<file path="config.mk">
export PLATFORM = sky130hd
export DESIGN_NAME = dsm_mod
export DESIGN_NICKNAME = d
export VERILOG_FILES = /design/src/rtl/dsm_mod.sv
export SDC_FILE = /design/constraint.sdc
export NUM_CORES = 1
export LEC_CHECK = 0
export ABC_AREA = 1
export CAP_MARGIN = 20
export CORE_ASPECT_RATIO = 1.5
export CORE_UTILIZATION = 56
export CTS_CLUSTER_DIAMETER = 100
export CTS_CLUSTER_SIZE = 28
export DETAILED_ROUTE_END_ITERATION = 6
export PLACE_DENSITY_LB_ADDON = 0.12
export SYNTH_ARGS = -nofsm -noshare
export SYNTH_HDL_FRONTEND = slang
export SYNTH_SLANG_ARGS = --single-unit
</file>
<file path="constraint.sdc">
create_clock -name clk -period 1.6 [get_ports clk]
set_input_delay 0.24 -clock clk [delete_from_list [all_inputs] [get_ports clk]]
set_output_delay 0.24 -clock clk [all_outputs]
set_load 0.05 [all_outputs]
</file>
<file path="src/rtl/dsm_mod.sv">
// First-order delta-sigma modulator with a one-entry valid/ready sample buffer.
// Define DSM_DITHER_EN to add a 16-bit LFSR dither bit into the accumulator sum.
module dsm_mod #(
    parameter int unsigned DATA_W    = 8,
    parameter int unsigned OSR       = 32,
    parameter logic [15:0] LFSR_SEED = 16'hACE1
) (
    input  logic              clk,
    input  logic              rst_n,
    input  logic              en,
    input  logic [DATA_W-1:0] s_data,
    input  logic              s_valid,
    output logic              s_ready,
    output logic              dout,
    output logic              sample_tick,
    output logic              underrun
);

    localparam int unsigned CNT_W = $clog2(OSR);
    localparam logic [CNT_W-1:0] CNT_MAX = CNT_W'(OSR - 1);

    if (LFSR_SEED == 16'h0000 || OSR < 2) begin : g_bad_param
        $error("dsm_mod: LFSR_SEED must be nonzero and OSR at least 2");
    end

    logic [DATA_W-1:0] buf_data;
    logic              buf_full;
    logic [DATA_W-1:0] cur;
    logic [DATA_W-1:0] acc;
    logic [CNT_W-1:0]  cnt;
    logic              boundary;
    logic              wr;
    logic              dither;
    logic [DATA_W:0]   sum;

    assign s_ready  = !buf_full;
    assign wr       = s_valid && !buf_full;
    assign boundary = en && (cnt == CNT_MAX);

`ifdef DSM_DITHER_EN
    logic [15:0] lfsr;

    always_ff @(posedge clk or negedge rst_n) begin
        if (!rst_n) begin
            lfsr <= LFSR_SEED;
        end else if (en) begin
            lfsr <= {lfsr[14:0], lfsr[15] ^ lfsr[13] ^ lfsr[12] ^ lfsr[10]};
        end
    end

    assign dither = lfsr[0];
`else
    assign dither = 1'b0;
`endif

    always_comb begin
        sum = {1'b0, acc} + {1'b0, cur} + {{DATA_W{1'b0}}, dither};
    end

    always_ff @(posedge clk or negedge rst_n) begin
        if (!rst_n) begin
            buf_data    <= '0;
            buf_full    <= 1'b0;
            cur         <= '0;
            acc         <= '0;
            cnt         <= '0;
            dout        <= 1'b0;
            sample_tick <= 1'b0;
            underrun    <= 1'b0;
        end else begin
            sample_tick <= boundary;
            underrun    <= boundary && !buf_full;
            if (wr) begin
                buf_data <= s_data;
            end
            // a write on a boundary with an empty buffer is held for the next boundary
            if (boundary && buf_full) begin
                cur      <= buf_data;
                buf_full <= 1'b0;
            end else if (wr) begin
                buf_full <= 1'b1;
            end
            if (en) begin
                cnt  <= (cnt == CNT_MAX) ? '0 : cnt + 1'b1;
                acc  <= sum[DATA_W-1:0];
                dout <= sum[DATA_W];
            end else begin
                dout <= 1'b0;
            end
        end
    end

endmodule
</file>
==> results.ini, run 1 <==
[run_status]
outcome = finished, final reports clean

[synthesis]
ys_top_cells_by_area = dfrtp_1 49%, nand2_1 10%, ha_1 7.4%, inv_1 5.5%, a21oi_1 4.1%
ys_ff_latch = 33
synth_area_sq_um = 1690
synth_edf_count = 0
synth_largest_area_cell = dfrtp_1
synth_most_common_cell = nand2_1
synth_top_area_share_pct = 48.8
synth.distinct_cells = 24
ys.flop_type = dfrtp_1
ys_warn_count = 0
syn_inst = 192
async_flop_share_pct = 100
syn_nets = 215
seq_area_frac_synth_pct = 48.8
netlist_top_cells_count = 47 x nand2_1, 33 x dfrtp_1, 25 x inv_1
avgSynthCellArea_sq_um = 8.82

[power_and_ir_drop]
cellLeakagePower_uw = 0.00106
ir_worst_vdd_mv = 0.919
power.net_switching_uw = 1230
switching_share_pct = 38.2
p_per_area_nw_per_um2 = 1590
seq_power_share_pct = 41.2
clock_power_share_pct = 19.0
p_int_uw = 1980
p_comb_share_pct = 39.9

[floorplan]
die_w_um = 46.9
pin_count = 16
rows = 24
core_sq_um = 2880
start_util_pct = 58.7
fp.dieArea_sq_um = 3250
die_h_um = 69.3

[sta]
skew_ps = 4.74
drv_slew = 0
hold_violations = 0
setup_viol = 0
min_period_ps = 1570
rsz0062_at_grt = true
post-route-period-util_pct = 98.4
worst_pin_slew_ps = 401
fin_ws_ps = 25.6
slew-limit-headroom_pct = 73.3
max_clock_freq_ghz = 0.635

[placement]
io_buffers = 15
hpwl_um = 2160
gp_congestion = 0.783
place_area_sq_um = 1850
pre_cts_ws_ps = 0.590

[finish]
antennaDiodeCount = 0
drive_above_1_share_pct = 20.7
finish.instance_area_sq_um = 2020
fin_nets = 239
areaGrowthSynthToFinish_pct = 19.2

[grt]
grt_pass1_vias = 1265
grt_max_degree = 34
grt_pass1_wl_um = 5170
grt_use_total_pct = 22.4
grt_antenna_before_repair = 0
grt_overflow = 0

[worst_setup_path]
worst-path-max-fanout = 2
worstSetupPathType = reg -> reg
end_kind = flip-flop
cp.required_ps = 1780
start_kind = flip-flop
worstPathArrival_ps = 1760
reg2reg_from = acc[0]
crit_start = acc[0]

[flow_run]
max-cap-violations = 0

[detailed_routing]
route.detailed.drc = 0
dr.first_iter.drc_count = 26
routed_wl_um = 3040
ant_nets = 0
wl_met2_um = 1590
routedWlPerCell_um = 11.9
met1_length_um = 1280
vias = 1312
routed.top_layer = met4
vias_per_cell = 5.13
wl_met3_um = 99
drt-pass1-iter-count = 4

[cts]
cts.sinks = 33
clockBufferDepth = 2
cts_made_buffers = 5
postCtsHoldBufs = 0
clk-insertion-delay-late_ps = 290
path_clk_slew_ps = 70
clock-root-buffer = clkbuf_8
cts_tree = built
h-tree-depth = 2

[min_path]
hold_path_class = in -> async

==> cell families (layout without fill, tap and decap cells) <==
logic type,count (synthesis),count (layout),synth area share (%)
AND/OR/NAND/NOR,87,88,22.8
flip-flops,33,33,48.8
buffers and inverters,32,56,9.46
AO/OA/AOI/OAI,29,29,10.3
adder cells (fa/ha/maj),11,11,8.57
==> stage by stage <==
stage / setup TNS, ps / total power, uW / util (%) / hold WS [ps] / cells
4_1_cts: 0 / 3160 / 67.9 / 357 / 253
6_report: 0 / 3210 / 70.0 / 342 / 256
3_5_place_dp: 0 / 2520 / 64.3 / 481 / 243
3_3_place_gp: 0 / 2410 / 64.3 / 458 / 243
5_1_grt: -147 / 3490 / 70.0 / 383 / 256
2_1_floorplan: 0 / 2220 / - / -55.6 / 192
==> flip-flops by register name, indices dropped and copies added, names as in the netlist <==
signal       flops
buf_full         1
underrun         1
dout             1
sample_tick      1
acc              8
cnt              5
buf_data         8
cur              8
==> final timing paths <==
kind / cells after the start / slack [ps] / to
max: 11 / 30 / acc[6]
min: 2 / 340 / acc[1]
max reg2reg: 11 / 30 / acc[6]
min reg2reg: 2 / 490 / acc[6]
max in group asynchronous: 2 / 970 / acc[7]
min in group clk: 2 / 490 / acc[6]
==> power by group through the flow <==
stage,Clock [uW],Sequential [uW],Combinational [uW]
after floorplan,0,1290,928
after global placement,0,1300,1110
after detailed placement,0,1320,1200
after CTS,622,1310,1220
after global routing,670,1350,1470
final,608,1320,1280
==> critical path, stage by stage, from the launching register on <==
cell	delay, ps
dfrtp_1	360
ha_2	190
inv_2	40
fa_2	320
inv_2	70
nand2_2	60
nand2_2	80
nand3b_1	100
nand2_1	90
nand2_2	60
nand3_1	60
nand2_1	50
==> routing by layer <==
layer,GRT usage [%],vias up
li1,-,663
met1,26.8,618
met2,35.3,23
met3,6.25,8
met4,11.4,0
met5,0,-
==> cell type report <==
| type | count | area [sq um] |
|---|---|---|
| inverter | 27 | 106 |
| tap | 39 | 48.8 |
| timing repair buffer | 21 | 198 |
| multi-input combinational | 128 | 753 |
| fill | 240 | 865 |
| clock inverter | 3 | 17.5 |
| clock buffer | 5 | 68.8 |
| sequential | 33 | 826 |
==> repair_timing <==
action | CTS | global route
setup endpoints to repair | 2 | 12
pin swaps | 0 | 5
gates resized for setup | 1 | 12
gates cloned | 0 | 1
buffers inserted | 2 | 2
==> layout by cell type (no fill, tap or decap), types with 2 or more instances in the layout <==
| master | count |
|---|---|
| buf_4 | 9 |
| a21oi_1 | 13 |
| nand2_2 | 5 |
| ha_2 | 2 |
| or2_1 | 2 |
| nor2_1 | 18 |
| nand3_1 | 8 |
| o21ai_2 | 8 |
| nand3b_1 | 2 |
| nand2_1 | 43 |
| inv_1 | 23 |
| clkbuf_8 | 5 |
| nand2_4 | 3 |
| clkdlybuf4s50_1 | 11 |
| o21ai_0 | 6 |
| nor3_1 | 3 |
| clkinv_2 | 2 |
| dfrtp_1 | 33 |
| inv_2 | 3 |
| ha_1 | 8 |
Note: power is estimated with default switching activity, not from simulation.
==> inputs of run 2 (changes only) <==
TNS_END_PERCENT = 10   (was default)
==> run 2 against run 1 <==
Effect of this change:
- worst hold slack better by 2.0 ps
- clock power hardly changed
- cell count is 0.78% lower
- sequential power hardly changed
- critical endpoint unchanged
==> results.ini, run 2 (same netlist as run 1, synthesis figures left out) <==
[floorplan]
pin_count = 16  ; unchanged
rows = 24  ; unchanged
core_sq_um = 2880  ; unchanged
die_h_um = 69.3  ; unchanged
fp.dieArea_sq_um = 3250  ; unchanged
start_util_pct = 58.7  ; unchanged
die_w_um = 46.9  ; unchanged

[finish]
antennaDiodeCount = 0  ; unchanged
layout_common_cells = 43 x nand2_1, 33 x dfrtp_1, 23 x inv_1
areaGrowthSynthToFinish_pct = 17.7
final_util_pct = 69.1  ; -0.87 points
largestRegisters = acc: 8 flops, buf_data: 8 flops, cur: 8 flops
fin_nets = 237  ; -0.84%
drive_above_1_share_pct = 19.5  ; -1.2 points
finish.instance_area_sq_um = 1990  ; -1.2%
final_common_cell = nand2_1
fillers = 243  ; +1.3%

[worst_setup_path]
r2r_slack_ps = 40  ; +20 ps
reg2reg_depth = 11  ; unchanged
reg2reg_from = acc[0]
cp.required_ps = 1780  ; about the same
end_kind = flip-flop
worst-path-max-fanout = 2  ; unchanged
worstSetupPathType = reg -> reg
start_kind = flip-flop
worstPathArrival_ps = 1740  ; -20 ps
r2r_end = acc[6]
crit_start = acc[0]

[grt]
grt_use_total_pct = 22.4  ; unchanged
grt_pass1_wl_um = 5170  ; unchanged
grt_overflow = 0  ; unchanged
grt_antenna_before_repair = 0  ; unchanged
grt_max_degree = 34  ; unchanged
grt_pass1_vias = 1265  ; unchanged

[detailed_routing]
routed_wl_um = 2890  ; -5.2%
vias_per_cell = 5.11  ; -0.29%
ant_nets = 0  ; unchanged
drt-pass1-iter-count = 4  ; unchanged
routedWlPerCell_um = 11.4  ; -4.4%
dr.first_iter.drc_count = 22  ; -15%
vias = 1298  ; -1.1%
route.detailed.drc = 0  ; unchanged

[power_and_ir_drop]
total_power_uw = 3180  ; -0.80%
cellLeakagePower_uw = 0.00105  ; -0.56%
ir_worst_vdd_mv = 0.907  ; -1.2%
p_per_area_nw_per_um2 = 1600  ; +0.45%

[placement]
gp_congestion = 0.783  ; unchanged
pre_cts_ws_ps = 0.590  ; unchanged
place_area_sq_um = 1850  ; unchanged
hpwl_um = 2160  ; unchanged
io_buffers = 15  ; unchanged

[sta]
drv_slew = 0  ; unchanged
post-route-period-util_pct = 97.3  ; -1.1 points
worst_pin_slew_ps = 397  ; -3.69 ps
skew_ps = 6.03  ; +1.29 ps
fin_ws_ps = 42.4  ; +16.8 ps
min_period_ps = 1560  ; -16.8 ps
max_clock_freq_ghz = 0.642  ; +1.1%
rsz0062_at_grt = true
slew-limit-headroom_pct = 73.5  ; +0.25 points
setup_viol = 0  ; unchanged
hold_violations = 0  ; unchanged

[cts]
path_clk_slew_ps = 70  ; about the same
clockBufferDepth = 2  ; unchanged
postCtsHoldBufs = 0  ; unchanged
clk-insertion-delay-late_ps = 290  ; about the same
cts_tree = built
clock-root-buffer = clkbuf_8
cts_made_buffers = 5  ; unchanged
cts.sinks = 33  ; unchanged
h-tree-depth = 2  ; unchanged

[flow_run]
max-cap-violations = 0  ; unchanged

[run_status]
outcome = finished, final reports clean

[min_path]
hold_path_class = in -> async

-- run 2: cell count changes in the layout (fill, tap and decap cells not counted), sizes merged --
cell   change
buf        -1
nand2      -1
-- run 2: repair_timing --
item	in CTS	in global routing
setup endpoints to repair	2	12
resized for setup	1	11
pin swaps	0	4
setup buffers	2	1
-- run 2: worst max-delay path by stage --
stage | to | slack [ps] | cells past startpoint
after floorplan | acc[6] | 130 | 11
after global placement | acc[6] | 50 | 11
after detailed placement | acc[6] | 0.6 | 11
after CTS | acc[6] | 2 | 11
after global routing | acc[6] | -80 | 11
final | acc[6] | 40 | 11
-- run 2: report_power, final --
group          total [uW]  switching, uW  internal, uW
logic                1260            728           531
registers            1320            173          1140
clock network         605            305           300
-- run 2: critical path, stage by stage, from the launching register on --
cell and delay, ps:
dfrtp_1 360, ha_2 190, inv_2 40, fa_2 320, inv_2 70, nand2_2 50, nand2_2 80, nand3b_1 100
nand2_1 70, nand2_1 60, nand3_1 70, nand2_1 50
-- run 2: stage by stage --
step / TNS (ps) / hold slack [ps] / instances
floorplan: 0 / -55.6 / 192
global placement: 0 / 458 / 243
global route: -247 / 383 / 254
detailed placement: 0 / 481 / 243
CTS: 0 / 357 / 253
finish: 0 / 344 / 254
-- run 2: area by class of cell --
class / instances / area, sq um / area share, %
Sequential cell: 33 / 826 / 41.4
Multi-Input combinational cell: 127 / 738 / 37.0
Timing Repair Buffer: 20 / 190 / 9.54
Inverter: 27 / 104 / 5.21
Clock buffer: 5 / 68.8 / 3.45
Tap cell: 39 / 48.8 / 2.45
Clock inverter: 3 / 17.5 / 0.879
-- run 2: metal layers --
metal	track usage (%)	up-vias	part of all wire, %
li1	-	658	-
met1	26.8	606	42
met2	35.3	27	52
met3	6.25	7	3.4
met4	11.4	0	2.5
met5	0	-	0
